<file path="config.mk">
export PLATFORM = sky130hd
export DESIGN_NAME = commit_stage_nport_flat
export DESIGN_NICKNAME = d
export VERILOG_FILES = /design/src/rtl/commit_stage_nport_pkg.sv /design/src/rtl/commit_stage_nport_if.sv /design/src/rtl/commit_stage_nport_watchdog.sv /design/src/rtl/commit_stage_nport.sv /design/src/flat_wrapper.sv
export SDC_FILE = /design/constraint.sdc
export NUM_CORES = 1
export LEC_CHECK = 0
export CAP_MARGIN = 20
export CORE_AREA = 2 2 484 486
export CTS_CLUSTER_DIAMETER = 80
export DETAILED_ROUTE_END_ITERATION = 10
export DIE_AREA = 0 0 486 488
export HOLD_SLACK_MARGIN = 0.12
export PLACE_DENSITY = 0.32
export SLEW_MARGIN = 20
export SYNTH_ARGS = -nofsm -noshare
export SYNTH_HDL_FRONTEND = slang
export SYNTH_SLANG_ARGS = --single-unit
</file>
<file path="constraint.sdc">
create_clock -name clk_i -period 13.23 [get_ports clk_i]
set_clock_uncertainty 0.1 [all_clocks]
set_input_delay 3.969 -clock clk_i [delete_from_list [all_inputs] [get_ports clk_i]]
set_output_delay 3.969 -clock clk_i [all_outputs]
set_load 0.005 [all_outputs]
</file>
<file path="src/rtl/commit_stage_nport_pkg.sv">
// Shared types for the N-port commit stage: scoreboard entry, exception, AMO response,
// serialisation FSM encoding and small op-classification helpers.
package commit_stage_nport_pkg;

  localparam int unsigned XLEN = 64;
  localparam int unsigned VLEN = 64;

  typedef enum logic [3:0] {
    NONE, LOAD, STORE, ALU, CTRL_FLOW, MULT, CSR, FPU, FPU_VEC
  } fu_t;

  typedef enum logic [4:0] {
    ADD, SUB, MUL, LD, SD, FLD, FSD, JALR,
    FENCE, FENCE_I, SFENCE_VMA, CSR_WRITE, CSR_READ,
    AMO_ADDW, AMO_SWAPD, FADD, FMUL, FCVT_F2I
  } fu_op;

  typedef struct packed {
    logic [XLEN-1:0] cause;
    logic [XLEN-1:0] tval;
    logic            valid;
  } exception_t;

  typedef struct packed {
    logic            ack;
    logic [XLEN-1:0] result;
  } amo_resp_t;

  typedef struct packed {
    logic [VLEN-1:0] pc;
    fu_t             fu;
    fu_op            op;
    logic [4:0]      rd;
    logic [XLEN-1:0] result;
    logic            valid;
    exception_t      ex;
  } scoreboard_entry_t;

  typedef enum logic [1:0] {SER_IDLE, SER_DRAIN, SER_ISSUE} ser_state_e;
  typedef enum logic [1:0] {SER_FENCE, SER_FENCE_I, SER_SFENCE_VMA} ser_kind_e;

  function automatic logic is_rd_fpr(fu_op op);
    logic r;
    case (op)
      FLD, FADD, FMUL: r = 1'b1;
      default:         r = 1'b0;
    endcase
    return r;
  endfunction

  function automatic logic is_amo(fu_op op);
    logic r;
    case (op)
      AMO_ADDW, AMO_SWAPD: r = 1'b1;
      default:             r = 1'b0;
    endcase
    return r;
  endfunction

  // A dcache flush turns any non-store head entry into a FENCE.I-like barrier.
  function automatic logic is_serialising(scoreboard_entry_t e, logic flush_dcache);
    logic r;
    case (e.op)
      FENCE, FENCE_I, SFENCE_VMA: r = 1'b1;
      default:                    r = flush_dcache && (e.fu != STORE);
    endcase
    return r;
  endfunction

  function automatic ser_kind_e ser_kind(fu_op op, logic flush_dcache);
    ser_kind_e k;
    case (op)
      SFENCE_VMA: k = SER_SFENCE_VMA;
      FENCE:      k = flush_dcache ? SER_FENCE_I : SER_FENCE;
      default:    k = SER_FENCE_I;
    endcase
    return k;
  endfunction

endpackage

</file>
<file path="src/rtl/commit_stage_nport_if.sv">
// Scoreboard / register-file side of the commit stage: head entries in, acks and writes out.
interface commit_stage_nport_if
  import commit_stage_nport_pkg::*;
#(
  parameter int unsigned NR_COMMIT_PORTS = 2
) ();

  scoreboard_entry_t [NR_COMMIT_PORTS-1:0]           commit_instr_i;
  logic              [NR_COMMIT_PORTS-1:0]           commit_ack_o;
  logic              [NR_COMMIT_PORTS-1:0][4:0]      waddr_o;
  logic              [NR_COMMIT_PORTS-1:0][XLEN-1:0] wdata_o;
  logic              [NR_COMMIT_PORTS-1:0]           we_gpr_o;
  logic              [NR_COMMIT_PORTS-1:0]           we_fpr_o;

  modport master (
    output commit_instr_i,
    input  commit_ack_o, waddr_o, wdata_o, we_gpr_o, we_fpr_o
  );

  modport slave (
    input  commit_instr_i,
    output commit_ack_o, waddr_o, wdata_o, we_gpr_o, we_fpr_o
  );

endinterface

</file>
<file path="src/rtl/commit_stage_nport_watchdog.sv">
// Saturating stall counter for the head entry; flags when port 0 has waited STALL_TIMEOUT cycles.
module commit_stage_nport_watchdog #(
  parameter int unsigned STALL_TIMEOUT = 1024
) (
  input  logic clk_i,
  input  logic rst_i,
  input  logic valid_i,
  input  logic ack_i,
  input  logic halt_i,
  output logic stall_timeout_o
);

  localparam int unsigned CW = $clog2(STALL_TIMEOUT + 1);
  localparam logic [CW-1:0] LIMIT = CW'(STALL_TIMEOUT);
  localparam logic [CW-1:0] ONE   = CW'(1);

  logic [CW-1:0] cnt_q, cnt_d;

  // Halt freezes the count rather than clearing it.
  always_comb begin
    cnt_d = cnt_q;
    if (!valid_i || ack_i) begin
      cnt_d = '0;
    end else if (!halt_i && (cnt_q != LIMIT)) begin
      cnt_d = cnt_q + ONE;
    end else begin
      cnt_d = cnt_q;
    end
  end

  always_ff @(posedge clk_i or posedge rst_i) begin
    if (rst_i) begin
      cnt_q <= '0;
    end else begin
      cnt_q <= cnt_d;
    end
  end

  assign stall_timeout_o = (cnt_q == LIMIT);

endmodule

</file>
<file path="src/rtl/commit_stage_nport.sv">
// In-order N-wide commit stage with FENCE/FENCE.I/SFENCE.VMA serialisation, retire count
// and a port-0 stall watchdog.
module commit_stage_nport
  import commit_stage_nport_pkg::*;
#(
  parameter int unsigned NR_COMMIT_PORTS = 2,
  parameter int unsigned STALL_TIMEOUT   = 1024
) (
  input  logic                                     clk_i,
  input  logic                                     rst_i,
  input  logic                                     halt_i,
  input  logic                                     flush_dcache_i,
  input  logic                                     single_step_i,
  commit_stage_nport_if.slave                      cif,
  input  amo_resp_t                                amo_resp_i,
  output logic                                     amo_valid_commit_o,
  output logic [VLEN-1:0]                          pc_o,
  output fu_op                                     csr_op_o,
  output logic [XLEN-1:0]                          csr_wdata_o,
  input  logic [XLEN-1:0]                          csr_rdata_i,
  input  exception_t                               csr_exception_i,
  output logic                                     csr_write_fflags_o,
  output logic                                     commit_csr_o,
  output logic                                     commit_lsu_o,
  input  logic                                     commit_lsu_ready_i,
  input  logic                                     no_st_pending_i,
  output logic                                     fence_o,
  output logic                                     fence_i_o,
  output logic                                     sfence_vma_o,
  output logic                                     flush_commit_o,
  output exception_t                               exception_o,
  output logic [$clog2(NR_COMMIT_PORTS+1)-1:0]     retire_cnt_o,
  output logic                                     stall_timeout_o
);

  localparam int unsigned RCW = $clog2(NR_COMMIT_PORTS + 1);

  scoreboard_entry_t            p0_s;
  logic                         p0_ok_s, ser_p0_s, p0_blocks_s, unused_s;
  logic [NR_COMMIT_PORTS-1:0]   ack_s, we_gpr_s, we_fpr_s;
  logic [NR_COMMIT_PORTS-1:0][XLEN-1:0] wdata_s;
  logic [RCW-1:0]               cnt_s;
  ser_state_e                   state_q;
  ser_kind_e                    kind_q;
  logic                         fence_q, fence_i_q, sfence_q;

  assign p0_s        = cif.commit_instr_i[0];
  assign p0_ok_s     = p0_s.valid && !p0_s.ex.valid && !halt_i;
  assign ser_p0_s    = is_serialising(p0_s, flush_dcache_i);
  assign p0_blocks_s = (p0_s.fu == CSR) || ((p0_s.fu == STORE) && is_amo(p0_s.op)) || ser_p0_s;

  // Serialisation FSM; the pulse registers are loaded on DRAIN->ISSUE so they line up with ISSUE.
  always_ff @(posedge clk_i or posedge rst_i) begin
    if (rst_i) begin
      state_q   <= SER_IDLE;
      kind_q    <= SER_FENCE;
      fence_q   <= 1'b0;
      fence_i_q <= 1'b0;
      sfence_q  <= 1'b0;
    end else begin
      fence_q   <= 1'b0;
      fence_i_q <= 1'b0;
      sfence_q  <= 1'b0;
      case (state_q)
        SER_IDLE: begin
          if (ser_p0_s && p0_ok_s) begin
            state_q <= SER_DRAIN;
            kind_q  <= ser_kind(p0_s.op, flush_dcache_i);
          end
        end
        SER_DRAIN: begin
          if (halt_i || !p0_s.valid) begin
            state_q <= SER_IDLE;
          end else if (no_st_pending_i) begin
            state_q   <= SER_ISSUE;
            fence_q   <= (kind_q == SER_FENCE);
            fence_i_q <= (kind_q == SER_FENCE_I);
            sfence_q  <= (kind_q == SER_SFENCE_VMA);
          end
        end
        SER_ISSUE: state_q <= SER_IDLE;
        default:   state_q <= SER_IDLE;
      endcase
    end
  end

  // Commit decision for all ports; everything here is zero-latency from the inputs.
  always_comb begin
    ack_s              = '0;
    we_gpr_s           = '0;
    we_fpr_s           = '0;
    amo_valid_commit_o = 1'b0;
    csr_op_o           = ADD;
    csr_wdata_o        = '0;
    csr_write_fflags_o = 1'b0;
    commit_csr_o       = 1'b0;
    commit_lsu_o       = 1'b0;
    flush_commit_o     = 1'b0;
    exception_o        = '0;
    for (int i = 0; i < NR_COMMIT_PORTS; i++) begin
      wdata_s[i] = cif.commit_instr_i[i].result;
    end
    if (!rst_i) begin
      if (p0_s.valid && !halt_i) begin
        if (p0_s.ex.valid) begin
          exception_o = p0_s.ex;
        end else if (csr_exception_i.valid) begin
          exception_o      = csr_exception_i;
          exception_o.tval = p0_s.ex.tval;
        end else begin
          exception_o = '0;
        end
      end
      if (state_q == SER_ISSUE) begin
        ack_s[0]    = 1'b1;
        we_gpr_s[0] = !is_rd_fpr(p0_s.op);
        we_fpr_s[0] = is_rd_fpr(p0_s.op);
      end else if ((state_q == SER_IDLE) && p0_ok_s && !ser_p0_s) begin
        ack_s[0]    = 1'b1;
        we_gpr_s[0] = !is_rd_fpr(p0_s.op);
        we_fpr_s[0] = is_rd_fpr(p0_s.op);
        case (p0_s.fu)
          STORE: begin
            if (is_amo(p0_s.op)) begin
              amo_valid_commit_o = 1'b1;
              ack_s[0]           = amo_resp_i.ack;
              we_gpr_s[0]        = amo_resp_i.ack;
              we_fpr_s[0]        = 1'b0;
              flush_commit_o     = amo_resp_i.ack;
              if (amo_resp_i.ack) begin
                wdata_s[0] = amo_resp_i.result;
              end
            end else begin
              ack_s[0]     = commit_lsu_ready_i;
              commit_lsu_o = commit_lsu_ready_i;
              we_gpr_s[0]  = we_gpr_s[0] && commit_lsu_ready_i;
              we_fpr_s[0]  = we_fpr_s[0] && commit_lsu_ready_i;
            end
          end
          FPU, FPU_VEC: begin
            csr_write_fflags_o = 1'b1;
            csr_wdata_o        = {{(XLEN-5){1'b0}}, p0_s.ex.cause[4:0]};
          end
          CSR: begin
            csr_op_o    = p0_s.op;
            csr_wdata_o = p0_s.result;
            if (csr_exception_i.valid) begin
              ack_s[0]    = 1'b0;
              we_gpr_s[0] = 1'b0;
              we_fpr_s[0] = 1'b0;
            end else begin
              commit_csr_o = 1'b1;
              wdata_s[0]   = csr_rdata_i;
            end
          end
          default: ;
        endcase
      end else begin
        ack_s[0] = 1'b0;
      end
      for (int i = 1; i < NR_COMMIT_PORTS; i++) begin
        if (ack_s[i-1] && !p0_blocks_s && !flush_dcache_i && !single_step_i && !exception_o.valid &&
            cif.commit_instr_i[i].valid && !cif.commit_instr_i[i].ex.valid &&
            (cif.commit_instr_i[i].fu inside {ALU, LOAD, CTRL_FLOW, MULT, FPU, FPU_VEC})) begin
          ack_s[i]    = 1'b1;
          we_gpr_s[i] = !is_rd_fpr(cif.commit_instr_i[i].op);
          we_fpr_s[i] = is_rd_fpr(cif.commit_instr_i[i].op);
          if (cif.commit_instr_i[i].fu inside {FPU, FPU_VEC}) begin
            csr_write_fflags_o = 1'b1;
            csr_wdata_o[4:0]   = csr_wdata_o[4:0] | cif.commit_instr_i[i].ex.cause[4:0];
          end
        end
      end
    end
  end

  // Population count of this cycle's acknowledges.
  always_comb begin
    cnt_s = '0;
    for (int i = 0; i < NR_COMMIT_PORTS; i++) begin
      cnt_s = cnt_s + RCW'(ack_s[i]);
    end
  end

  // Fields consumed only at port 0 are gathered here so the other ports' copies do not dangle.
  always_comb begin
    unused_s = 1'b0;
    for (int i = 0; i < NR_COMMIT_PORTS; i++) begin
      unused_s = unused_s ^ (^{cif.commit_instr_i[i].pc, cif.commit_instr_i[i].ex.tval,
                               cif.commit_instr_i[i].ex.cause});
    end
  end

  for (genvar g = 0; g < NR_COMMIT_PORTS; g++) begin : g_waddr
    assign cif.waddr_o[g] = cif.commit_instr_i[g].rd;
  end

  assign cif.commit_ack_o = ack_s;
  assign cif.wdata_o      = wdata_s;
  assign cif.we_gpr_o     = we_gpr_s;
  assign cif.we_fpr_o     = we_fpr_s;
  assign retire_cnt_o     = cnt_s;
  assign pc_o             = p0_s.pc;
  assign fence_o          = fence_q;
  assign fence_i_o        = fence_i_q;
  assign sfence_vma_o     = sfence_q;

  commit_stage_nport_watchdog #(
    .STALL_TIMEOUT(STALL_TIMEOUT)
  ) u_watchdog (
    .clk_i           (clk_i),
    .rst_i           (rst_i),
    .valid_i         (p0_s.valid),
    .ack_i           (ack_s[0]),
    .halt_i          (halt_i),
    .stall_timeout_o (stall_timeout_o)
  );

endmodule
</file>
<file path="src/flat_wrapper.sv">
// flat-port wrapper written by rule: the top's interface ports become plain ports
module commit_stage_nport_flat import commit_stage_nport_pkg::*;
#(
  parameter int unsigned NR_COMMIT_PORTS = 2,
  parameter int unsigned STALL_TIMEOUT   = 1024
)
  (clk_i, rst_i, halt_i, flush_dcache_i, single_step_i, amo_resp_i, amo_valid_commit_o, pc_o, csr_op_o, csr_wdata_o, csr_rdata_i, csr_exception_i, csr_write_fflags_o, commit_csr_o, commit_lsu_o, commit_lsu_ready_i, no_st_pending_i, fence_o, fence_i_o, sfence_vma_o, flush_commit_o, exception_o, retire_cnt_o, stall_timeout_o, cif_commit_instr_i, cif_commit_ack_o, cif_waddr_o, cif_wdata_o, cif_we_gpr_o, cif_we_fpr_o);
  commit_stage_nport_if #(.NR_COMMIT_PORTS(NR_COMMIT_PORTS)) cif_i ();
  input  logic clk_i;
  input  logic rst_i;
  input  logic halt_i;
  input  logic flush_dcache_i;
  input  logic single_step_i;
  input  amo_resp_t amo_resp_i;
  output logic amo_valid_commit_o;
  output logic [VLEN-1:0] pc_o;
  output fu_op csr_op_o;
  output logic [XLEN-1:0] csr_wdata_o;
  input  logic [XLEN-1:0] csr_rdata_i;
  input  exception_t csr_exception_i;
  output logic csr_write_fflags_o;
  output logic commit_csr_o;
  output logic commit_lsu_o;
  input  logic commit_lsu_ready_i;
  input  logic no_st_pending_i;
  output logic fence_o;
  output logic fence_i_o;
  output logic sfence_vma_o;
  output logic flush_commit_o;
  output exception_t exception_o;
  output logic [$clog2(NR_COMMIT_PORTS+1)-1:0] retire_cnt_o;
  output logic stall_timeout_o;
  input wire logic [$bits(cif_i.commit_instr_i)-1:0] cif_commit_instr_i;
  output wire logic [$bits(cif_i.commit_ack_o)-1:0] cif_commit_ack_o;
  output wire logic [$bits(cif_i.waddr_o)-1:0] cif_waddr_o;
  output wire logic [$bits(cif_i.wdata_o)-1:0] cif_wdata_o;
  output wire logic [$bits(cif_i.we_gpr_o)-1:0] cif_we_gpr_o;
  output wire logic [$bits(cif_i.we_fpr_o)-1:0] cif_we_fpr_o;
  assign cif_i.commit_instr_i = cif_commit_instr_i;
  assign cif_commit_ack_o = cif_i.commit_ack_o;
  assign cif_waddr_o = cif_i.waddr_o;
  assign cif_wdata_o = cif_i.wdata_o;
  assign cif_we_gpr_o = cif_i.we_gpr_o;
  assign cif_we_fpr_o = cif_i.we_fpr_o;
  commit_stage_nport #(.NR_COMMIT_PORTS(NR_COMMIT_PORTS), .STALL_TIMEOUT(STALL_TIMEOUT)) u_core (.clk_i(clk_i), .rst_i(rst_i), .halt_i(halt_i), .flush_dcache_i(flush_dcache_i), .single_step_i(single_step_i), .cif(cif_i), .amo_resp_i(amo_resp_i), .amo_valid_commit_o(amo_valid_commit_o), .pc_o(pc_o), .csr_op_o(csr_op_o), .csr_wdata_o(csr_wdata_o), .csr_rdata_i(csr_rdata_i), .csr_exception_i(csr_exception_i), .csr_write_fflags_o(csr_write_fflags_o), .commit_csr_o(commit_csr_o), .commit_lsu_o(commit_lsu_o), .commit_lsu_ready_i(commit_lsu_ready_i), .no_st_pending_i(no_st_pending_i), .fence_o(fence_o), .fence_i_o(fence_i_o), .sfence_vma_o(sfence_vma_o), .flush_commit_o(flush_commit_o), .exception_o(exception_o), .retire_cnt_o(retire_cnt_o), .stall_timeout_o(stall_timeout_o));
endmodule
</file>
### After elaboration in Yosys (flattened, before gate mapping)

Index checks and enable logic that the tools add are counted.

* register bits after elaboration: 18
* latch bits: 0
* bits in writable memories: 0
* ROM bits: 0
* input bits: 809
* output and inout bits: 417
* word-level logic and storage cells: 187
* memories kept: 0

* add/sub/neg operators: 2
* $mul: 0
* divide/modulo/power cells: 0
* $lt $le $gt $ge: 0
* equal/unequal tests: 30
* shift-type cells: 0
* muxes and demuxes: 102
* bitwise logic cells: 1
* reductions and logical operators: 46

Operators by type and width (number)
* 2-to-1 mux 129 bit: 5
* 2-to-1 mux 64 bit: 10
* one-hot mux 64 bit (2 select lines): 2
* 2-to-1 mux 1 bit: 66
* == test 5 x 4 -> 1 bit, second input constant: 7
* 2-to-1 mux 5 bit: 6
* 2-to-1 mux 11 bit: 2
* == test 4 x 3 -> 1 bit, second input constant: 5
* logical AND 1 bit: 18
* logical NOT 1 bit: 12
* 2-to-1 mux 2 bit: 6
* adder 11 x 1 -> 11 bit, second input constant: 1
* == test 11 bit, second input constant: 1
* != test 11 bit, second input constant: 1
* == test 5 x 3 -> 1 bit, second input constant: 2
* == test 5 bit, second input constant: 2
* OR reduction 3 bit: 3
* == test 4 x 2 -> 1 bit, second input constant: 2
* == test 4 bit, second input constant: 2
* one-hot mux 2 bit (2 select lines): 2
* one-hot mux 1 bit (2 select lines): 3
* nonzero test 6 bit: 1
* OR 5 bit: 1
* == test 2 x 1 -> 1 bit, second input constant: 2
* 11 further kinds: 19

### Logic depth before layout (Yosys ltp)

* depth after elaboration: 25
* mapped depth: 9
* gate-level depth less buffers: 6

### Hierarchy

From an unflattened synthesis, not the netlist that was laid out.

* cell total of the unflattened synthesis: 783
* area total of the unflattened synthesis: 5627.9 µm²

By module, submodules not included
* commit_stage_nport: times used 1, cells an instance 709, area an instance 4941.0 µm², sequential area each 175.2 µm²
* commit_stage_nport_watchdog: times used 1, cells an instance 74, area an instance 686.9 µm², sequential area each 275.3 µm²

### Least setup slack after synthesis

Ideal clock, no wire load.

* path kind: input-to-output
* from: input port cif_commit_instr_i[204]
* to: output port retire_cnt_o[0]
* data arrival time: 5.863 ns
* required time: 9.161 ns
* slack: 3.298 ns
* stages on the path: 8
* buffers on the path: 2
* path through: buf_6 or4b_1 buf_2 a22oi_4 o311ai_0 o21bai_1 nor2b_1 ha_1

* elaborated cells between the ends (all ways): 25
* those cells by class: 1 x add/sub; 3 x eq/ne; 7 x mux; 14 x reduce/logical

RTL lines
* start: declaration: line flat_wrapper.sv:33 `input wire logic [$bits(cif_i.commit_instr_i)-1:0] cif_commit_instr_i;`
* != test 4 x 2 -> 1 bit: line commit_stage_nport_pkg.sv:65 `default: r = flush_dcache && (e.fu != STORE);`
* logical AND 1 bit: line commit_stage_nport_pkg.sv:65
* 2-to-1 mux 1 bit: line commit_stage_nport_pkg.sv:63 `case (e.op)`
* logical NOT 1 bit: line commit_stage_nport.sv:118 `end else if ((state_q == SER_IDLE) && p0_ok_s && !ser_p0_s) begin`
* logical AND 1 bit: line commit_stage_nport.sv:118
* 2-to-1 mux 1 bit *: line commit_stage_nport.sv:118
* 2-to-1 mux 1 bit *: line commit_stage_nport.sv:114 `if (state_q == SER_ISSUE) begin`
* 2-to-1 mux 1 bit *: line commit_stage_nport.sv:103 `if (!rst_i) begin`
* 2-to-1 mux 2 bit *: line commit_stage_nport.sv:103
* via u_core.u_watchdog.ack_i: line commit_stage_nport_watchdog.sv:8 `input logic ack_i,`
* adder 1 x 1 -> 2 bit *: line commit_stage_nport.sv:181 `cnt_s = cnt_s + RCW'(ack_s[i]);`
* end: declaration: line flat_wrapper.sv:31 `output logic [$clog2(NR_COMMIT_PORTS+1)-1:0] retire_cnt_o;`

The timed path passes the listed nets; every way through them passes the cells marked *. The select of a mux whose other input is x is not followed.

### Worst setup path after layout

* from: input port cif_commit_instr_i[200]
* to: output port retire_cnt_o[1]

* cells in the longest elaborated chain, start to end: 22
* elaborated cells between the ends (all ways): 34
* those cells by class: 1 x add/sub; 5 x eq/ne; 13 x mux; 15 x reduce/logical

Ends and longest elaborated chain
* == test 5 x 4 -> 1 bit: line commit_stage_nport_pkg.sv:53 `case (op)`
* OR reduction 2 bit: line commit_stage_nport_pkg.sv:53
* 2-to-1 mux 1 bit: line commit_stage_nport_pkg.sv:53
* 2-to-1 mux 1 bit: line commit_stage_nport.sv:122 `case (p0_s.fu)`
* 2-to-1 mux 1 bit: line commit_stage_nport.sv:118
* 2-to-1 mux 1 bit: line commit_stage_nport.sv:114
* 2-to-1 mux 1 bit: line commit_stage_nport.sv:103
* 2-to-1 mux 1 bit: line commit_stage_nport.sv:124 `if (is_amo(p0_s.op)) begin`
* one-hot mux 1 bit (2 select lines): line commit_stage_nport.sv:122
* 2-to-1 mux 1 bit: line commit_stage_nport.sv:118
* 2-to-1 mux 1 bit: line commit_stage_nport.sv:114
* 2-to-1 mux 1 bit: line commit_stage_nport.sv:103
* logical AND 1 bit (5 in a row): line commit_stage_nport.sv:162 `if (ack_s[i-1] && !p0_blocks_s && !flush_dcache_i && !single_step_i && !exception_o.valid &&`
* logical AND 1 bit (2 in a row): line commit_stage_nport.sv:163 `cif.commit_instr_i[i].valid && !cif.commit_instr_i[i].ex.valid &&`
* 2-to-1 mux 1 bit: line commit_stage_nport.sv:162
* 2-to-1 mux 2 bit *: line commit_stage_nport.sv:103
* adder 1 x 1 -> 2 bit *: line commit_stage_nport.sv:181

Every way passes the cells marked *; elsewhere a longest branch is shown, timed or not. The select of a mux whose other input is x is not followed.

==> out/qor.log <==
qor: status.run_status completed
qor: placement.worst_setup_timing_slack_at_the_placement_stage 1.01 ns
qor: synth.synth_largest_type_area_fraction 15.8%
qor: cts.post_cts_hold_buffer_count 0
qor: critical_path.worstPathArrival 7.80 ns
qor: synth.yosysSeqAreaShare 6.72%
qor: cts.cts_tree done
qor: drt.wl_per_cell 31.3 um
qor: timing.worst_slack 1.37 ns
qor: floorplanning.std_cell_core_area 232,000 um^2
qor: timing.timing.final.crit_period 11.86 ns
qor: pwr.worst_ir_drop_vdd 44.7 uV
qor: cts.clock_tree.root_cell sky130_fd_sc_hd__clkbuf_16
qor: final_layout.number_of_fill_cells_in_the_layout 27,200
qor: pwr.power_per_cell_area 29.5 nW/um^2
qor: timing.timing_hold_violations_final 0
qor: floorplanning.fp.dieW 486 um
qor: drt.post-route-drc-count 0
qor: synth.yosysWarnings 0
qor: final_layout.layout_commonest_cell sky130_fd_sc_hd__clkdlybuf4s50_1
qor: timing.holdWs 0.387 ns
qor: global_route.grt.busiest_layer met2
qor: cts.clkLatencyLatePin 0.25 ns
qor: floorplanning.fp.dieH 488 um
qor: global_route.grt_remaining_overflow 0
qor: synth.syn-cell-area 6700 um^2
qor: critical_path.criticalPathCategory in2out
qor: drt.post_drt_via_cell_ratio 2.22
qor: placement.dpl.hpwl 130,000 um
qor: final_layout.layout.nets 2,234
qor: global_route.grt_first_pass_wirelength 162,000 um
qor: drt.wirelength 140,000 um
qor: floorplanning.floorplan.initialDensity 2.89%
qor: run.timing.max_cap.violations 0
qor: critical_path.worstSetupStartpointType input pin
qor: final_layout.area.growth.synth_to_final 145%
qor: synth.synth.largest_area_cell sky130_fd_sc_hd__buf_4
qor: timing.timing.final.setup_violations 0
qor: timing.timing.fmax 84.3 MHz
qor: drt.drtPass1Iterations 5
qor: pwr.post-layout-total-power 0.485 mW
qor: synth.ys_ff_latch 18
qor: critical_path.cp_data_required_time 9.16 ns
qor: cts.worst_setup_hold_path_clk_slew 0.06 ns
qor: drt.ant_nets 0
qor: timing.timing.max_slew.rel_slack 32.8%
qor: critical_path.setup.worst_path.end_class primary output
qor: pwr.leakage 4.86 nW
qor: final_layout.share_of_layout_cells_above_drive_strength_1 7.32%
qor: timing.final_max_slew_viol_count 0
qor: synth.synth_fp_nets 1,727
qor: synth.synth.area.top_cells sky130_fd_sc_hd__buf_4 (16%), sky130_fd_sc_hd__a221oi_2 (13%), sky130_fd_sc_hd__and2_1 (12%)
qor: global_route.grtUsageMet3 11.0%
qor: synth.synth_area_per_cell 7.32 um^2
qor: synth.ffs_w_async_s_r_synth 100%
qor: drt.vias 9,953
qor: floorplanning.pin_count 1,226
qor: timing.max_slew.worst_pin.slew 1.01 ns
qor: cts.clock-sinks 18
qor: placement.globalplace.congestion 0.751
qor: global_route.grt_antenna_before_repair 160
qor: cts.cts-htree-levels 1
qor: cts.total_cts_buffers 3
qor: global_route.first_global_vias 9,798
qor: timing.final.period_utilization 89.7%
qor: cts.clockBufferDepth 2
qor: floorplanning.rows 177
qor: global_route.grt_start_max_net_pins 67
qor: min_path.hold_class reg2reg
qor: synth.synth_enable_flop_cells 0
qor: critical_path.worstPathMaxFanout 7
qor: synth.postSynthCellCount 915
qor: floorplanning.fp.dieArea 237,000 um^2
qor: global_route.global_route.usage.met2 18.0%
qor: timing.final.setup.tns 0 ns
qor: synth.post_synth_num_cell_types 50
qor: drt.drt_iter0_drc 387
qor: cts.ctsResizeCount 0
qor: timing.setup_repair_after_global_routing_missed_its_margin no
qor: placement.numPortBuffers 698
qor: synth.synth_top_flop_cell sky130_fd_sc_hd__dfrtp_1
qor: cts.cts_post_setup_buffers_inserted 0
qor: final_layout.final_cell_mix sky130_fd_sc_hd__clkdlybuf4s50_1 (696), sky130_fd_sc_hd__nor2_1 (156), sky130_fd_sc_hd__and2_1 (128), sky130_fd_sc_hd__o22ai_1 (70), sky130_fd_sc_hd__mux2i_1 (69)
qor: global_route.gr-usage-met1 10.5%
qor: global_route.overall_routing_resource_usage 11.3%
-- stage by stage --
stage | cell area [um^2] | std cells | utilization, %
final | 16400 | 4478 | 7.09
after global routing | 16400 | 4467 | 7.07
after CTS | 16400 | 4464 | 7.07
after detailed placement | 16300 | 4460 | 7.03
after global placement | 16300 | 4459 | 7.02
after floorplan | 6700 | 915 | -
-- state kept, by name, summed over array words and instances (netlist names) --
register and flops:
u_core.u_watchdog.cnt_q 11, u_core.sfence_vma_o 1, u_core.state_q 2, u_core.kind_q 2, u_core.fence_i_o 1, u_core.fence_o 1
-- layer usage --
metal | share of wire [%] | vias up
met4 | 2.5 | 88
met3 | 21 | 356
met1 | 32 | 4513
li1 | - | 4215
met5 | 0.43 | -
met2 | 44 | 781
-- synthesized netlist by cell type, types with 4 or more instances --
cell and number:
sky130_fd_sc_hd__dfrtp_1 18, sky130_fd_sc_hd__a22oi_1 65, sky130_fd_sc_hd__xnor2_1 6, sky130_fd_sc_hd__o22ai_1 70
sky130_fd_sc_hd__xor2_1 7, sky130_fd_sc_hd__nor2_1 157, sky130_fd_sc_hd__a31oi_1 5, sky130_fd_sc_hd__nand2_1 16
sky130_fd_sc_hd__and2_1 129, sky130_fd_sc_hd__buf_2 11, sky130_fd_sc_hd__clkbuf_1 49, sky130_fd_sc_hd__and3_1 4
sky130_fd_sc_hd__nor3_1 4, sky130_fd_sc_hd__inv_1 10, sky130_fd_sc_hd__buf_4 141, sky130_fd_sc_hd__mux2i_1 69
sky130_fd_sc_hd__buf_6 13, sky130_fd_sc_hd__nor2b_1 7, sky130_fd_sc_hd__a221oi_2 60, sky130_fd_sc_hd__o21ai_0 6
sky130_fd_sc_hd__a221oi_1 4, sky130_fd_sc_hd__buf_1 6, sky130_fd_sc_hd__a21oi_1 9, sky130_fd_sc_hd__nor3b_1 6
-- worst max-delay path, stage by stage --
cell	delay (ns)
sky130_fd_sc_hd__clkdlybuf4s50_1	0.57
sky130_fd_sc_hd__xnor2_1	0.53
sky130_fd_sc_hd__o21ai_0	0.18
sky130_fd_sc_hd__buf_4	0.18
sky130_fd_sc_hd__a211oi_1	0.57
sky130_fd_sc_hd__o21ai_0	0.56
sky130_fd_sc_hd__nor2b_1	0.34
sky130_fd_sc_hd__ha_1	0.19
sky130_fd_sc_hd__clkdlybuf4s50_1	0.68
-- logic make-up after synthesis --
group	after synthesis	share of synthesized area [%]
adder cells (fa/ha/maj)	3	0.560
XOR/XNOR	13	1.70
buffers and inverters	230	22.4
flip-flops	18	6.72
multiplexers	69	10.3
AND/OR/NAND/NOR	350	27.1
AO/OA/AOI/OAI	232	31.2
-- path summary, 6_finish.rpt --
check / from / end / slack (ns) / cells after the start
max reg2reg: u_core.state_q[1]$_DFFE_PP0P_ / u_core.u_watchdog.cnt_q[5]$_DFFE_PP0P_ / 10.73 / 5
max in group asynchronous: rst_i / u_core.u_watchdog.cnt_q[1]$_DFFE_PP0P_ / 8.31 / 2
min reg2reg: u_core.kind_q[1]$_DFFE_PP0P_ / u_core.fence_i_o$_DFF_PP0_ / 0.39 / 1
max: cif_commit_instr_i[200] / retire_cnt_o[1] / 1.37 / 9
min: u_core.kind_q[1]$_DFFE_PP0P_ / u_core.fence_i_o$_DFF_PP0_ / 0.39 / 1
min in group asynchronous: rst_i / u_core.fence_o$_DFF_PP0_ / 4.16 / 2
-- where the power goes --
group / internal (mW) / switching, mW
logic: 0.196 / 0.163
registers: 0.0567 / 0.00175
clock network: 0.0460 / 0.0216
-- final cells by class --
| type | instances | area [um^2] | area share [%] |
|---|---|---|---|
| Antenna cell | 14 | 35.0 | 0.213 |
| Clock buffer | 4 | 88.8 | 0.541 |
| Inverter | 10 | 40.0 | 0.244 |
| Multi-Input combinational cell | 667 | 4790 | 29.2 |
| Sequential cell | 18 | 450 | 2.74 |
| Tap cell | 3043 | 3810 | 23.2 |
| Timing Repair Buffer | 722 | 7210 | 43.9 |
(Power assumes the default switching activity.)
